### config.mk
export PLATFORM = sky130hd
export DESIGN_NAME = mips_decode_stage_flat
export DESIGN_NICKNAME = d
export VERILOG_FILES = /design/src/rtl/mips_decode_stage_if.sv /design/src/rtl/mips_decode_stage.sv /design/src/flat_wrapper.sv
export SDC_FILE = /design/constraint.sdc
export NUM_CORES = 2
export LEC_CHECK = 0
export ABC_CLOCK_PERIOD_IN_PS = 122200
export CORE_MARGIN = 4
export CORE_UTILIZATION = 45
export DETAILED_ROUTE_END_ITERATION = 8
export GPL_ROUTABILITY_DRIVEN = 0
export PLACE_DENSITY_LB_ADDON = 0.2
export SKIP_LAST_GASP = 1
export SLEW_MARGIN = 20
export SYNTH_ARGS = -nofsm -noshare
export SYNTH_HDL_FRONTEND = slang
export SYNTH_SLANG_ARGS = --single-unit
### constraint.sdc
create_clock -name clk -period 122.2 [get_ports clk]
set_clock_uncertainty 0.2 [all_clocks]
set_input_delay 30.55 -clock clk [delete_from_list [all_inputs] [get_ports clk]]
set_output_delay 30.55 -clock clk [all_outputs]
set_load 0.03 [all_outputs]
### src/rtl/mips_decode_stage_if.sv
// rtl/mips_decode_stage_if.sv - decode stage bus: instruction in, ALU operands out, write-back port
// Master drives instructions and write-back; slave is the decode stage.
interface mips_decode_stage_if;
  logic [31:0] instr;
  logic        in_valid;
  logic        in_ready;
  logic        out_valid;
  logic        out_ready;
  logic [5:0]  opcode;
  logic [5:0]  func_field;
  logic [31:0] A;
  logic [31:0] B;
  logic [4:0]  dest;
  logic        wb_en;
  logic [4:0]  wb_addr;
  logic [31:0] wb_data;

  modport master (
    output instr, in_valid, out_ready, wb_en, wb_addr, wb_data,
    input  in_ready, out_valid, opcode, func_field, A, B, dest
  );

  modport slave (
    input  instr, in_valid, out_ready, wb_en, wb_addr, wb_data,
    output in_ready, out_valid, opcode, func_field, A, B, dest
  );
endinterface

### src/rtl/mips_decode_stage.sv
// rtl/mips_decode_stage.sv - MIPS decode stage: register file read, immediate select, one-entry output register
// Optional macro DECODE_WB_BYPASS_EN forwards same-edge write-back data into operand reads.
module mips_decode_stage (
  input  logic                 clk,
  input  logic                 rst,
  mips_decode_stage_if.slave   bus
);
  localparam logic [5:0] OP_RTYPE = 6'h00;
  localparam logic [5:0] OP_LW    = 6'h23;
  localparam logic [5:0] OP_SW    = 6'h2B;
  localparam logic [5:0] OP_ADDI  = 6'h08;

  logic [31:0] regs_q [32];

  logic        out_valid_q;
  logic [5:0]  opcode_q, opcode_d;
  logic [5:0]  func_q, func_d;
  logic [31:0] a_q, a_d;
  logic [31:0] b_q, b_d;
  logic [4:0]  dest_q, dest_d;

  logic [4:0]  rs, rt, rd;
  logic [31:0] rs_val, rt_val, imm_sext;
  logic        accept;
  logic        wb_write;

  assign rs       = bus.instr[25:21];
  assign rt       = bus.instr[20:16];
  assign rd       = bus.instr[15:11];
  assign imm_sext = {{16{bus.instr[15]}}, bus.instr[15:0]};
  assign wb_write = bus.wb_en && (bus.wb_addr != 5'd0);

  assign bus.in_ready = !out_valid_q || bus.out_ready;
  assign accept       = bus.in_valid && bus.in_ready;

  always_comb begin
    rs_val = regs_q[rs];
    rt_val = regs_q[rt];
`ifdef DECODE_WB_BYPASS_EN
    if (wb_write && (bus.wb_addr == rs)) rs_val = bus.wb_data;
    if (wb_write && (bus.wb_addr == rt)) rt_val = bus.wb_data;
`endif
    if (rs == 5'd0) rs_val = '0;
    if (rt == 5'd0) rt_val = '0;
  end

  always_comb begin
    opcode_d = bus.instr[31:26];
    func_d   = bus.instr[5:0];
    a_d      = rs_val;
    b_d      = rt_val;
    dest_d   = 5'd0;
    if ((opcode_d == OP_LW) || (opcode_d == OP_SW) || (opcode_d == OP_ADDI))
      b_d = imm_sext;
    if (opcode_d == OP_RTYPE)
      dest_d = rd;
    else if ((opcode_d == OP_LW) || (opcode_d == OP_ADDI))
      dest_d = rt;
  end

  // Register 0 is never written, so it stays at its reset value of zero.
  always_ff @(posedge clk or posedge rst) begin
    if (rst) begin
      for (int i = 0; i < 32; i++) regs_q[i] <= '0;
    end else if (wb_write) begin
      regs_q[bus.wb_addr] <= bus.wb_data;
    end
  end

  // Operands are captured at acceptance, so later write-backs cannot disturb a held result.
  always_ff @(posedge clk or posedge rst) begin
    if (rst) begin
      out_valid_q <= 1'b0;
      opcode_q    <= '0;
      func_q      <= '0;
      a_q         <= '0;
      b_q         <= '0;
      dest_q      <= '0;
    end else if (accept) begin
      out_valid_q <= 1'b1;
      opcode_q    <= opcode_d;
      func_q      <= func_d;
      a_q         <= a_d;
      b_q         <= b_d;
      dest_q      <= dest_d;
    end else if (bus.out_ready) begin
      out_valid_q <= 1'b0;
    end
  end

  assign bus.out_valid  = out_valid_q;
  assign bus.opcode     = opcode_q;
  assign bus.func_field = func_q;
  assign bus.A          = a_q;
  assign bus.B          = b_q;
  assign bus.dest       = dest_q;
endmodule
### src/flat_wrapper.sv
// flat-port wrapper written by rule: the top's interface ports become plain ports
module mips_decode_stage_flat 
  (clk, rst, bus_instr, bus_in_valid, bus_out_ready, bus_wb_en, bus_wb_addr, bus_wb_data, bus_in_ready, bus_out_valid, bus_opcode, bus_func_field, bus_A, bus_B, bus_dest);
  mips_decode_stage_if bus_i ();
  input  logic clk;
  input  logic rst;
  input wire logic [$bits(bus_i.instr)-1:0] bus_instr;
  input wire logic [$bits(bus_i.in_valid)-1:0] bus_in_valid;
  input wire logic [$bits(bus_i.out_ready)-1:0] bus_out_ready;
  input wire logic [$bits(bus_i.wb_en)-1:0] bus_wb_en;
  input wire logic [$bits(bus_i.wb_addr)-1:0] bus_wb_addr;
  input wire logic [$bits(bus_i.wb_data)-1:0] bus_wb_data;
  output wire logic [$bits(bus_i.in_ready)-1:0] bus_in_ready;
  output wire logic [$bits(bus_i.out_valid)-1:0] bus_out_valid;
  output wire logic [$bits(bus_i.opcode)-1:0] bus_opcode;
  output wire logic [$bits(bus_i.func_field)-1:0] bus_func_field;
  output wire logic [$bits(bus_i.A)-1:0] bus_A;
  output wire logic [$bits(bus_i.B)-1:0] bus_B;
  output wire logic [$bits(bus_i.dest)-1:0] bus_dest;
  assign bus_i.instr = bus_instr;
  assign bus_i.in_valid = bus_in_valid;
  assign bus_i.out_ready = bus_out_ready;
  assign bus_i.wb_en = bus_wb_en;
  assign bus_i.wb_addr = bus_wb_addr;
  assign bus_i.wb_data = bus_wb_data;
  assign bus_in_ready = bus_i.in_ready;
  assign bus_out_valid = bus_i.out_valid;
  assign bus_opcode = bus_i.opcode;
  assign bus_func_field = bus_i.func_field;
  assign bus_A = bus_i.A;
  assign bus_B = bus_i.B;
  assign bus_dest = bus_i.dest;
  mips_decode_stage u_core (.clk(clk), .rst(rst), .bus(bus_i));
endmodule
==> impl_metrics.env <==
export IMPL_status="finished, final reports clean"
export IMPL_fin_crit_ns=62.66
export IMPL_hold_viol=0
export IMPL_timing_fmax_ghz=0.0160
export IMPL_grt_max_degree=153
export IMPL_synth_top_family_by_area="multiplexers"
export IMPL_cp_max_fo=4
export IMPL_vias=37700
export IMPL_start_kind="input pin"
export IMPL_finalWirelength_mm=191
export IMPL_synth_compound_area_share_pct=5.91
export IMPL_finalCritPeriodShare_pct=51.3
export IMPL_ant_nets=0
export IMPL_htreeDepth=4
export IMPL_final_area_mm2=0.0644
export IMPL_cap_viol_max_count=0
export IMPL_setup_viol=0
export IMPL_insertion_delay_ns=0.77
export IMPL_grt_pass1_wl_mm=276
export IMPL_syn_area_per_cell_um2=14.4
export IMPL_syn_area_mm2=0.0574
export IMPL_placed_area_mm2=0.0600
export IMPL_synth_area_mux_share_pct=40.2
export IMPL_die_w_um=365
export IMPL_yosys_area_top_type="dfrtp_1"
export IMPL_synthSimpleGateAreaFrac_pct=2.15
export IMPL_antenna_found_initial=8
export IMPL_yosys_area_share_adder_pct=0
export IMPL_yosysTopAreaCellShare_pct=48.2
export IMPL_synth_flop_cell="dfrtp_1"
export IMPL_drtPass1Iterations=5
export IMPL_dp_hpwl_mm=107
export IMPL_clkSinkCount=1106
export IMPL_clockRootBuffer="clkbuf_16"
export IMPL_cts_tree="yes"
export IMPL_postCtsSetupBuffers=0
export IMPL_gr_total_overflow=0
export IMPL_netlist_top_cells_count="dfrtp_1, mux2_2, mux4_2, mux2i_1, clkbuf_1"
export IMPL_vias_per_cell=6.63
export IMPL_row_count=130
export IMPL_syn_to_final_growth_pct=12.2
export IMPL_synth_xor_area_share_pct=0
export IMPL_irDropWorstVdd_mv=0.0118
export IMPL_synth_seq_cells=1106
export IMPL_grt_total_usage_pct=28.6
export IMPL_yosysMostFrequentCell="dfrtp_1"
export IMPL_synthesis_nets=4070
export IMPL_maxUsedRoutingLayer="met5"
export IMPL_clk_pin_slew_ns=0.06
export IMPL_rsz0062_at_grt="no"
export IMPL_pin_count=157
export IMPL_arrival_ns=31.91
export IMPL_met1_length_mm=80.8
export IMPL_grt_pass1_vias=37800
export IMPL_drc=0
export IMPL_timing_final_ws_setup_ns=59.54
export IMPL_endpoint_kind="primary output"
export IMPL_start_util_pct=45.5
export IMPL_synth_warnings=0
export IMPL_numCtsBuffers=130
export IMPL_critPathKind="in -> out"
export IMPL_p_per_area_mw_per_mm2=17.1
export IMPL_layout_nets=4007
export IMPL_ys_seq_area_share_pct=48.2
export IMPL_syn_inst=3996
export IMPL_synth_edf_count=0
export IMPL_post_cts_resized=0
export IMPL_fp_dieH_um=365
export IMPL_design_core_area_mm2=0.126
export IMPL_worst_pin_slew_ns=1.29
export IMPL_drtIter0Drc=3638
export IMPL_hold_class="reg -> reg"
export IMPL_cts_hold_fix_buffers=0
export IMPL_finalMaxSlewViolations=0
export IMPL_wl_per_cell_um=33.5
export IMPL_setup_tns_ns=0
export IMPL_dieArea_mm2=0.133
export IMPL_relSlewSlack_pct=11.9
export IMPL_cp_required_ns=91.45
export IMPL_preCtsSetupSlack_ns=59.53
export IMPL_clock_path_buffers=3
export IMPL_port_buffers=156
export IMPL_synthArstFlopShare_pct=100
export IMPL_met2_wirelength_mm=89.4
export IMPL_route_met3_wl_mm=13.4
export IMPL_synthTopCellsByArea="dfrtp_1, mux2_2, mux4_2"
export IMPL_synth_distinct_cells=50
export IMPL_power_leakage_nw=27.8
export IMPL_drive_above_1_share_pct=44.3
-- worst max-delay path, stage by stage --
cell and delay [ns]:
clkdlybuf4s50_1 0.46, nand2b_1 0.20, clkdlybuf4s50_1 0.71
-- routing by layer --
layer	vias up	GRT usage, %
li1	15300	-
met1	20500	40.2
met2	1532	45.0
met3	342	5.20
met4	4	10.0
met5	-	0
-- final timing paths --
path,from,end,slack (ns),cells after the start
min,u_core.regs_q[1022]$_DFFE_PP0P_,u_core.regs_q[1022]$_DFFE_PP0P_,0.19,0
max,bus_out_ready,bus_in_ready,59.54,3
max in group asynchronous,rst,u_core.regs_q[263]$_DFFE_PP0P_,88.61,5
min reg2reg,u_core.regs_q[1022]$_DFFE_PP0P_,u_core.regs_q[1022]$_DFFE_PP0P_,0.19,0
min in group asynchronous,rst,u_core.regs_q[733]$_DFFE_PP0P_,30.12,2
max reg2reg,u_core.regs_q[747]$_DFFE_PP0P_,u_core.bus.B[11]$_DFFE_PP0P_,119.20,5
-- state kept, by name (all words and copies together) (netlist names) --
name and count:
u_core.bus.A 32, u_core.bus.B 32, u_core.bus.dest 5, u_core.bus.func_field 6
u_core.bus.opcode 6, u_core.bus.out_valid 1, u_core.regs_q 1024
-- cell usage in the layout, fill, tap and decap left out, drive strengths merged, types with 18 or more instances in the layout --
cell type      netlist  layout
a221oi              49      49
mux2i              282     282
o22ai               59      59
clkbuf             275     192
mux4               387     387
a2111oi             47      47
a22o                38      38
a21oi               93      93
a211oi              18      18
nor2                74      74
clkinv               1      24
mux2              1024    1024
clkdlybuf4s50        0     139
nand2              127     127
dfrtp             1106    1106
o21ai               46      46
a22oi               21      21
buf                172     112
o221ai              38      38
-- cell families after synthesis --
| family | after synthesis |
|---|---|
| and+or+nand+nor | 275 |
| AOI/OAI and AO/OA | 470 |
| DFF | 1106 |
| buffers and inverters | 452 |
| muxes | 1693 |
-- through the flow --
| step | power [mW] | utilization (%) | std cells | hold WS (ns) |
|---|---|---|---|---|
| floorplan | 0.641 | - | 3996 | 0.241 |
| global placement | 0.698 | 47.6 | 5451 | 0.177 |
| detailed placement | 0.705 | 47.6 | 5451 | 0.184 |
| CTS | 1.11 | 51.1 | 5681 | 0.198 |
| global route | 1.15 | 51.0 | 5682 | 0.204 |
| finish | 1.10 | 51.0 | 5684 | 0.193 |
-- where the power goes --
| part | internal [mW] | switching, mW |
|---|---|---|
| combinational | 0.122 | 0.0925 |
| clock | 0.239 | 0.160 |
| sequential | 0.435 | 0.0515 |
-- layout make-up --
cell class                 instances  area [um^2]
inverter                           5         27.5
clock buffer                     191         3920
timing repair buffer             252         2310
multi-input combinational       2438        27900
clock inverter                    39          488
tap                             1650         2060
antenna                            3         7.51
fill                           10600        61800
sequential                      1106        27700
Power figures use the tool's default switching activity.
